[src/rtl/chimp_test_control.sv]
// -----------------------------------------------------------------------------
// chimp_test_control
//
// Sequencing controller for the chimp-test board datapath. It clears the 8x8
// board, lets the datapath load random numbers, shows the numbers until the
// first correct click, and then forwards player clicks one at a time. While it
// does this it tracks the expected number, the level, the strikes and the score.
//
// Ports
//   clk               system clock
//   iReset            synchronous active-high reset, has priority in every state
//   iStart            start/restart pulse, honoured only in IDLE and GAME_OVER
//   iMouseClick       one-cycle click pulse from the mouse front end
//   iDoneLoad         datapath flag: board fully loaded
//   iChoseCorrectNum  datapath verdict: clicked cell held the expected number
//   iChoseWrongNum    datapath verdict: wrong cell (wins over correct)
//   oResetBoard       board clear to datapath (exactly 2 cycles per CLEAR)
//   oLoadEnable       load enable to datapath (high throughout LOAD)
//   oShowEnable       show-numbers enable to datapath
//   oMouseClick       gated one-cycle click to datapath
//   oLevel            current level (highest number on the board)
//   oNumToChoose      next number the player must click
//   oStrikes          wrong answers in this game
//   oScore            levels completed in this game (saturates at 31)
//   oGameOver         game finished
//   oState            encoded state for debug/LED display
//
// Every output is registered. The enables and strobes are computed from the
// next state, so each one is high in exactly the cycles the FSM spends in the
// matching state.
// -----------------------------------------------------------------------------
module chimp_test_control #(
  parameter int START_LEVEL    = 3,
  parameter int MAX_LEVEL      = 24,
  parameter int MAX_STRIKES    = 3,
  parameter int LOAD_TIMEOUT   = 4096,
  parameter int RESULT_TIMEOUT = 16
) (
  input  logic       clk,
  input  logic       iReset,
  input  logic       iStart,
  input  logic       iMouseClick,
  input  logic       iDoneLoad,
  input  logic       iChoseCorrectNum,
  input  logic       iChoseWrongNum,
  output logic       oResetBoard,
  output logic       oLoadEnable,
  output logic       oShowEnable,
  output logic       oMouseClick,
  output logic [4:0] oLevel,
  output logic [4:0] oNumToChoose,
  output logic [1:0] oStrikes,
  output logic [4:0] oScore,
  output logic       oGameOver,
  output logic [2:0] oState
);

  typedef enum logic [2:0] {
    IDLE       = 3'd0,
    CLEAR      = 3'd1,
    LOAD       = 3'd2,
    PLAY       = 3'd3,
    WAIT_RES   = 3'd4,
    LEVEL_DONE = 3'd5,
    GAME_OVER  = 3'd6
  } stateType;

  // One shared counter times CLEAR, LOAD and WAIT_RES. It restarts at zero on
  // every state change, so each of those states sees 0 in its first cycle.
  localparam int CNT_MAX = (LOAD_TIMEOUT > RESULT_TIMEOUT) ? LOAD_TIMEOUT : RESULT_TIMEOUT;
  localparam int CNT_W   = $clog2(CNT_MAX + 1);

  localparam logic [CNT_W-1:0] CLEAR_LAST  = CNT_W'(1);                  // 2 cycles of CLEAR
  localparam logic [CNT_W-1:0] LOAD_LAST   = CNT_W'(LOAD_TIMEOUT - 1);
  localparam logic [CNT_W-1:0] RESULT_LAST = CNT_W'(RESULT_TIMEOUT - 1);

  localparam logic [4:0] START_LVL    = 5'(START_LEVEL);
  localparam logic [4:0] MAX_LVL      = 5'(MAX_LEVEL);
  localparam logic [1:0] STRIKE_LIMIT = 2'(MAX_STRIKES);
  localparam logic [4:0] SCORE_MAX    = 5'd31;

  stateType         state;
  stateType         stateNext;
  logic [CNT_W-1:0] stateCycles;

  logic [4:0] levelNext;
  logic [4:0] numNext;
  logic [1:0] strikesNext;
  logic [4:0] scoreNext;
  logic       showNext;
  logic       clickNext;

  assign oState = state;

  // ---------------------------------------------------------------------------
  // Next-state and next-output logic
  // ---------------------------------------------------------------------------
  always_comb begin
    // NOTE: every signal assigned in this block gets a default first, so no
    // path through the case statement can leave one unassigned and infer a latch.
    stateNext   = state;
    levelNext   = oLevel;
    numNext     = oNumToChoose;
    strikesNext = oStrikes;
    scoreNext   = oScore;
    showNext    = oShowEnable;
    clickNext   = 1'b0;

    unique case (state)
      IDLE, GAME_OVER: begin
        if (iStart) begin
          levelNext   = START_LVL;
          strikesNext = 2'd0;
          scoreNext   = 5'd0;
          stateNext   = CLEAR;
        end
      end

      CLEAR: begin
        // Cleared here rather than on entry, so the cycle right after a verdict
        // still shows the number that was being chosen.
        numNext  = 5'd0;
        showNext = 1'b0;
        if (stateCycles == CLEAR_LAST) begin
          stateNext = LOAD;
        end
      end

      LOAD: begin
        if (iDoneLoad) begin
          showNext  = 1'b1;
          stateNext = PLAY;
        end else if (stateCycles == LOAD_LAST) begin
          // The datapath never finished loading: wipe the board and try again
          // without touching level or strikes.
          stateNext = CLEAR;
        end
      end

      PLAY: begin
        if (iMouseClick) begin
          clickNext = 1'b1;
          stateNext = WAIT_RES;
        end
      end

      WAIT_RES: begin
        // Clicks arriving here are dropped, not queued. A wrong verdict beats a
        // simultaneous correct one, and a correct one beats the timeout.
        if (iChoseWrongNum || (!iChoseCorrectNum && stateCycles == RESULT_LAST)) begin
          strikesNext = oStrikes + 2'd1;
          stateNext   = (strikesNext == STRIKE_LIMIT) ? GAME_OVER : CLEAR;
        end else if (iChoseCorrectNum) begin
          showNext = 1'b0;
          if (oNumToChoose == oLevel) begin
            stateNext = LEVEL_DONE;
          end else begin
            numNext   = oNumToChoose + 5'd1;
            stateNext = PLAY;
          end
        end
      end

      LEVEL_DONE: begin
        scoreNext = (oScore == SCORE_MAX) ? oScore : oScore + 5'd1;
        if (oLevel == MAX_LVL) begin
          stateNext = GAME_OVER;
        end else begin
          levelNext = oLevel + 5'd1;
          stateNext = CLEAR;
        end
      end

      default: begin
        stateNext = IDLE;
      end
    endcase

    // Reveal the board whenever the game ends, whatever ended it.
    if (stateNext == GAME_OVER) begin
      showNext = 1'b1;
    end
  end

  // ---------------------------------------------------------------------------
  // State and output registers
  // ---------------------------------------------------------------------------
  always_ff @(posedge clk) begin
    // NOTE: reset is sampled on the clock edge and tested first, so it overrides
    // whatever the FSM was doing, including mid-load and mid-verdict.
    if (iReset) begin
      state        <= IDLE;
      stateCycles  <= '0;
      oLevel       <= START_LVL;
      oNumToChoose <= 5'd0;
      oStrikes     <= 2'd0;
      oScore       <= 5'd0;
      oShowEnable  <= 1'b0;
      oResetBoard  <= 1'b0;
      oLoadEnable  <= 1'b0;
      oMouseClick  <= 1'b0;
      oGameOver    <= 1'b0;
    end else begin
      // NOTE: non-blocking assignments here, so every register samples the
      // values from before this edge regardless of statement order.
      state        <= stateNext;
      stateCycles  <= (stateNext != state) ? '0 : stateCycles + CNT_W'(1);
      oLevel       <= levelNext;
      oNumToChoose <= numNext;
      oStrikes     <= strikesNext;
      oScore       <= scoreNext;
      oShowEnable  <= showNext;
      oResetBoard  <= (stateNext == CLEAR);
      oLoadEnable  <= (stateNext == LOAD);
      oMouseClick  <= clickNext;
      oGameOver    <= (stateNext == GAME_OVER);
    end
  end

endmodule

[config.mk]
export PLATFORM = sky130hd
export DESIGN_NAME = chimp_test_control
export DESIGN_NICKNAME = d
export VERILOG_FILES = /design/src/rtl/chimp_test_control.sv
export SDC_FILE = /design/constraint.sdc
export NUM_CORES = 1
export LEC_CHECK = 0
export CORE_MARGIN = 3
export CORE_UTILIZATION = 50
export DETAILED_ROUTE_END_ITERATION = 12
export PLACE_DENSITY = 0.8
export SETUP_SLACK_MARGIN = 0.3
export SLEW_MARGIN = 5
export SYNTH_ARGS = -nofsm -noshare
export SYNTH_HDL_FRONTEND = slang
export SYNTH_SLANG_ARGS = --single-unit
[constraint.sdc]
create_clock -name clk -period 2.9 [get_ports clk]
set_input_delay 0.435 -clock clk [delete_from_list [all_inputs] [get_ports clk]]
set_output_delay 0.435 -clock clk [all_outputs]
set_load 0.03 [all_outputs]
==> impl_results.md, run 1 <==
* Outcome: complete, no violations
* Max-slew headroom at a little over half
* Fin. Hold Viols at 0
* Crit path buffers/inverters at 1
* Synth top area cells: dfxtp_1, xor2_1, nor3_2, ha_1, nor2_1
* Synth area leader: dfxtp_1
* Setup TNS at 0 ns
* Worst Hold Depth at 1
* Chip width at 71.4 um
* IO Pins at 32
* Area Overhead vs Synth at 19.8%
* Hold Crit Class: register to register
* Final period utilization at 79.7%
* Post-CTS Resized at 0
* Vias in the first global route at about 1700
* DR pass1 iterations at 4
* Cell with the most instances after synthesis: dfxtp_1
* GRT overflow at 0
* Via count at 1821
* Clock latency on the worst-skew pair at between 0.2 and 0.3 ns
* Multi-input logic area at roughly 1300 sq um
* Power density cells at 507 nW/um^2
* Critical Path RT at 3.07 ns
* GPL Wtd Cong at slightly above 0.8
* Crit path kind: register to register
* Initial antenna violation count at 0
* RR Endpoint: stateCycles[4]$_SDFF_PP0_
* Critical Path Sink Type: register
* Die Y at 71.4 um
* Max-slew violations at 0
* Crit-path cells: and2b_4 -> o2bb2ai_1 -> a22o_1 -> a2111oi_4 -> xnor2_1 -> buf_4 -> nor3_1
* Drt initial violations at 107
* Post-DP Area at 2480 sq um
* Origin of the critical flop-to-flop path: oState[2]$_SDFF_PP0_
* Post-CTS Setup Bufs at 0
* Seq/Total Area, Yosys at ~36%
* Share of layout cells above drive strength 1 at between 10% and 20%
* F_max at roughly 430 MHz
* R2R setup slack at 0.59 ns
* Crit path DAT at 2.49 ns
* Clock Skew at 0.00578 ns
* Hold buffer count at CTS at 0
* Yosys reg bits at 38
* ANT cells at 0
* Port bufs at 31
* # fillers at roughly 350
* Row cnt at 23
* Worst Max-Slew Pin Slew at 0.679 ns
* Core box area at a little over 4000 sq um
* Initial core utilization at 52.8%
* Hold path endpoint: stateCycles[0]$_SDFF_PP0_
* Synth Cell Area at 2140 sq um
* First-pass GRT wire length at a little under 8000 um
* Min-delay src: stateCycles[0]$_SDFF_PP0_
* Residual DRC count at 0
* Total CTS buffers at 5
* CP max-delay cell: dfxtp_1
* Final setup viols at 0
* Synthesized instance count at 240
* Final total power at 1300 uW
* Final Cell Area at 2560 sq um
* DP HPWL at 3210 um
* Vias per Instance at around 5.7
* P_leak at 0.000951 uW
* CTS root buf: clkbuf_8
* Routed Antenna Nets at 0
* Worst r2r path cells at 7
* H-tree Lvls at 2
* Number of enable flip-flop cells after synthesis at 0
* Syn Nets at 255
* Wire per inst at between 10 and 15 um
* Ys flop type: dfxtp_1
* NumNets Final at approximately 290
* Maxcap violations at 0
* Startpoint Class: register
* Final min period at 2.31 ns
* Die ar. at 5100 sq um
* Syn avg cell area at 8.92 sq um
* CTS sink cnt at 38
* All-Layer GR Usage at ~19%
* Largest net degree at the start of global routing at 20
* CP max stage delay at 0.64 ns
* Worst-path clk slew at ~0.070 ns
* Reg area at 761 sq um
* Post-synthesis cell type count at 52
* Ys async rst share at 0%
* Synth top area share at 35.5%
* Maximum vdd drop at around 0.27 mV
* CTS max path bufs at 2
* Critical-path maximum fanout at 15
* Final wirelength at between 4000 and 5000 um
* Synth warn at 0
* CP delay by family, top: compound AO/OA/AOI/OAI gates
* Synth top cells by count: dfxtp_1, nor2_1, nand2_1
* CTS tree: yes
* RSZ-0062 raised after global routing: no
routing by layer:
layer  part of all wire [%]  track usage, %
met5                      0               0
met3                    4.5            4.07
met4                    1.4            6.89
met2                     45            28.3
met1                     49            25.7
state kept, by name (all words and copies together) (netlist names):
signal / count
stateCycles: 13
oLevel: 5
oNumToChoose: 5
oScore: 5
oState: 3
oStrikes: 2
oGameOver: 1
oLoadEnable: 1
oMouseClick: 1
oResetBoard: 1
oShowEnable: 1
cell type report:
class	instances	area share (%)
repair buffers	34	13.0
inverters	8	1.17
multi-input cells	185	50.5
clock buffers	6	3.22
well taps	50	2.44
flip-flops and latches	38	29.7
power by group:
part	leakage (uW)	total (uW)	internal, uW	switching [uW]
Combinational	0.000600	343	146	197
Clock	0.0000431	354	183	170
Sequential	0.000308	604	551	52.9
placed cells by master, fill, tap and decap left out, drive strengths merged, types with 2 or more instances in the layout:
cell           count
clkbuf             6
dfxtp             38
o21ai              5
o22ai              2
and3               5
o211ai             2
o21a               2
nor3              19
nand3b             3
a21oi              6
nor2              26
clkdlybuf4s50     31
xnor2             11
or2                2
nand4             11
ha                 8
xor2              15
a311oi             2
nor4               2
nand2             17
and4b              2
nor2b              2
a22oi              2
nand4b             2
buf                3
nand3              7
nand2b             5
or3                3
inv                8
mux2i              4
nor3b              3
a21boi             2
cell families after synthesis:
group                    count (synthesis)  synth area share (%)
flip-flops                              38                  35.5
AND/OR/NAND/NOR                        112                  30.9
XOR/XNOR                                26                  10.6
multiplexers                             5                  2.40
buffers and inverters                   17                  3.97
AO/OA/AOI/OAI                           34                  11.9
adder cells (fa/ha/maj)                  8                  4.68
stage by stage:
stage          utilization (%)  worst slack [ns]  cells  hold WS (ns)
6_report                  63.2             0.588    321         0.519
5_1_grt                   63.2             0.444    321         0.559
4_1_cts                   63.2             0.606    321         0.521
3_5_place_dp              61.1             0.369    315         0.506
3_3_place_gp              61.1             0.419    315         0.508
2_1_floorplan                -             0.603    240         0.478
how the worst max path moves through the flow:
stage | start | end | cells past startpoint
floorplan | oLevel[0]$_SDFFE_PP1P_ | stateCycles[10]$_SDFF_PP0_ | 9
global placement | iStart | stateCycles[3]$_SDFF_PP0_ | 8
detailed placement | iStart | stateCycles[4]$_SDFF_PP0_ | 8
CTS | oState[2]$_SDFF_PP0_ | stateCycles[4]$_SDFF_PP0_ | 7
global route | oLevel[0]$_SDFFE_PP1P_ | stateCycles[3]$_SDFF_PP0_ | 9
finish | oState[2]$_SDFF_PP0_ | stateCycles[4]$_SDFF_PP0_ | 7
No activity file was read; power rests on OpenSTA's default activity.
==> inputs of run 2 (changes only) <==
==> constraint.sdc (replaced) <==
create_clock -name clk -period 2.15 [get_ports clk]
set_input_delay 0.3225 -clock clk [delete_from_list [all_inputs] [get_ports clk]]
set_output_delay 0.3225 -clock clk [all_outputs]
set_load 0.03 [all_outputs]
==> run 2 against run 1 <==
  * Clock power is 31% higher
  * Highest routed layer unchanged
  * Worst setup slack worse by 0.55 ns
  * Utilization is 18 points higher
  * Largest cell class unchanged
  * Critical path type unchanged
  * First-iteration DRC count is 74% higher
  * Worst hold slack worse by 0.071 ns
==> impl_results.md, run 2 (synthesis gave the netlist of run 1 again) <==
* Outcome: complete, no violations
* Commonest cells after routing, fill and taps aside: buf_4, clkdlybuf4s50_1, nor2_1, dfxtp_1, nand2_1
* GRT overflow at 0
* ANT cells at 0
* DR pass1 iterations at 5
* Reg with most FFs: stateCycles
* Sw Ratio at 33.9%
* Total CTS buffers at 5
* Max-slew violations at 0
* Fin. Hold Viols at 0
* Largest register FFs at 13
* Row cnt at 23
* Multi-input logic area at around 1500 sq um
* CTS tree: yes
* Core box area at 4060 sq um
* Worst-path clk slew at 0.07 ns
* Final wirelength at 6300 um
* Max-slew headroom at 72.7%
* IO Pins at 32
* Final total power at 2150 uW
* GPL Wtd Cong at 0.873
* Power Internal at roughly 1400 uW
* Most common cell after layout, fill and taps aside: buf_4
* Seq pwr share at 38.1%
* Via count at 2184
* Residual DRC count at 0
* Die ar. at 5100 sq um
* Vias in the first global route at 1954
* Sw Pwr at 728 uW
* Die Y at 71.4 um
* Worst Max-Slew Pin Slew at 0.406 ns
* Maxcap violations at 0
* Routed Antenna Nets at 0
* Vias per Instance at around 6
* Reg area at 808 sq um
* Startpoint Class: register
* All-Layer GR Usage at 21.6%
* P_leak at 0.00127 uW
* Initial antenna violation count at 0
* CTS max path bufs at 2
* Post-DP Area at 2730 sq um
* F_max at around 470 MHz
* CTS sink cnt at 38
* Critical-path maximum fanout at 7
* Chip width at 71.4 um
* Maximum vdd drop at 0.513 mV
* Final min period at 2.11 ns
* RSZ-0062 raised after global routing: yes
* Final period utilization at 98.4%
* Crit path kind: register to register
* CTS root buf: clkbuf_8
* H-tree Lvls at 2
* Critical Path Sink Type: register
* Power density cells at between 600 and 700 nW/um^2
* Largest net degree at the start of global routing at 19
* Critical Path RT at 2.33 ns
* Area Overhead vs Synth at 53.9%
* First-pass GRT wire length at 8880 um
* # fillers at 231
* NumNets Final at approximately 340
* DP HPWL at 3690 um
* Port bufs at 31
* Drt initial violations at 186
* Combinational Power Share at 40.3%
* Clock Skew at 0.00909 ns
* Crit path DAT at 2.29 ns
* Final Cell Area at between 3000 and 4000 sq um
* Clock latency on the worst-skew pair at 0.29 ns
* Wire per inst at 16.9 um
* Share of layout cells above drive strength 1 at 39.9%
* Clock share of power at 21.6%
* Hold Crit Class: register to register
* Final setup viols at 0
* Initial core utilization at 52.8%
## run 2: repair_timing
action                     in CTS  in global routing
setup endpoints to repair      21                 26
setup buffers                   8                 19
gates resized for setup        26                 36
gates cloned                    0                  1
hold buffers                    0                  0
pin swaps                       9                 20
## run 2: layout make-up
type / instances / share of cell area (%)
multi-input combinational: 185 / 46.4
inverter: 8 / 1.06
tap: 50 / 1.90
sequential: 38 / 24.5
timing repair buffer: 85 / 23.8
clock buffer: 7 / 2.32
## run 2: through the flow
step	TNS (ns)	worst slack, ns	hold slack (ns)	utilization, %	std cells
final	0	0.0354	0.448	81.2	373
after global routing	-0.350	-0.0504	0.459	81.2	373
after CTS	0	0.133	0.463	73.2	353
after detailed placement	-1.71	-0.144	0.453	67.3	338
after global placement	-1.41	-0.119	0.451	67.3	338
after floorplan	0	0.232	0.442	-	240
## run 2: power groups by stage
stage	registers [uW]	logic [uW]	clock network, uW
final	818	865	465
after global routing	823	912	495
after CTS	821	642	466
after detailed placement	843	567	0
after global placement	840	552	0
after floorplan	866	340	0
## run 2: worst max-delay path, cell delays in order, from the launching register on
cell and delay (ns):
dfxtp_4 0.37, ha_4 0.15, nand4_1 0.17, nor4_4 0.36
a21boi_2 0.12, a2111oi_4 0.20, buf_4 0.20, xnor2_4 0.20
buf_4 0.20, nor3_2 0.04
## run 2: path summary, 6_finish.rpt
kind / startpoint / end / slack [ns] / cells after the start
hold reg to reg: stateCycles[0]$_SDFF_PP0_ / stateCycles[0]$_SDFF_PP0_ / 0.45 / 1
setup / recovery: stateCycles[0]$_SDFF_PP0_ / stateCycles[6]$_SDFF_PP0_ / 0.04 / 9
setup reg to reg: stateCycles[0]$_SDFF_PP0_ / stateCycles[6]$_SDFF_PP0_ / 0.04 / 9
hold / removal: stateCycles[0]$_SDFF_PP0_ / stateCycles[0]$_SDFF_PP0_ / 0.45 / 1
## run 2: routing by layer
| layer | wire (um) | up-vias | track usage (%) |
|---|---|---|---|
| li1 | - | 1028 | - |
| met1 | 2690 | 1055 | 28.7 |
| met2 | 3170 | 86 | 35.3 |
| met3 | 316 | 15 | 3.93 |
| met4 | 118 | 0 | 7.31 |
| met5 | 0 | - | 0 |
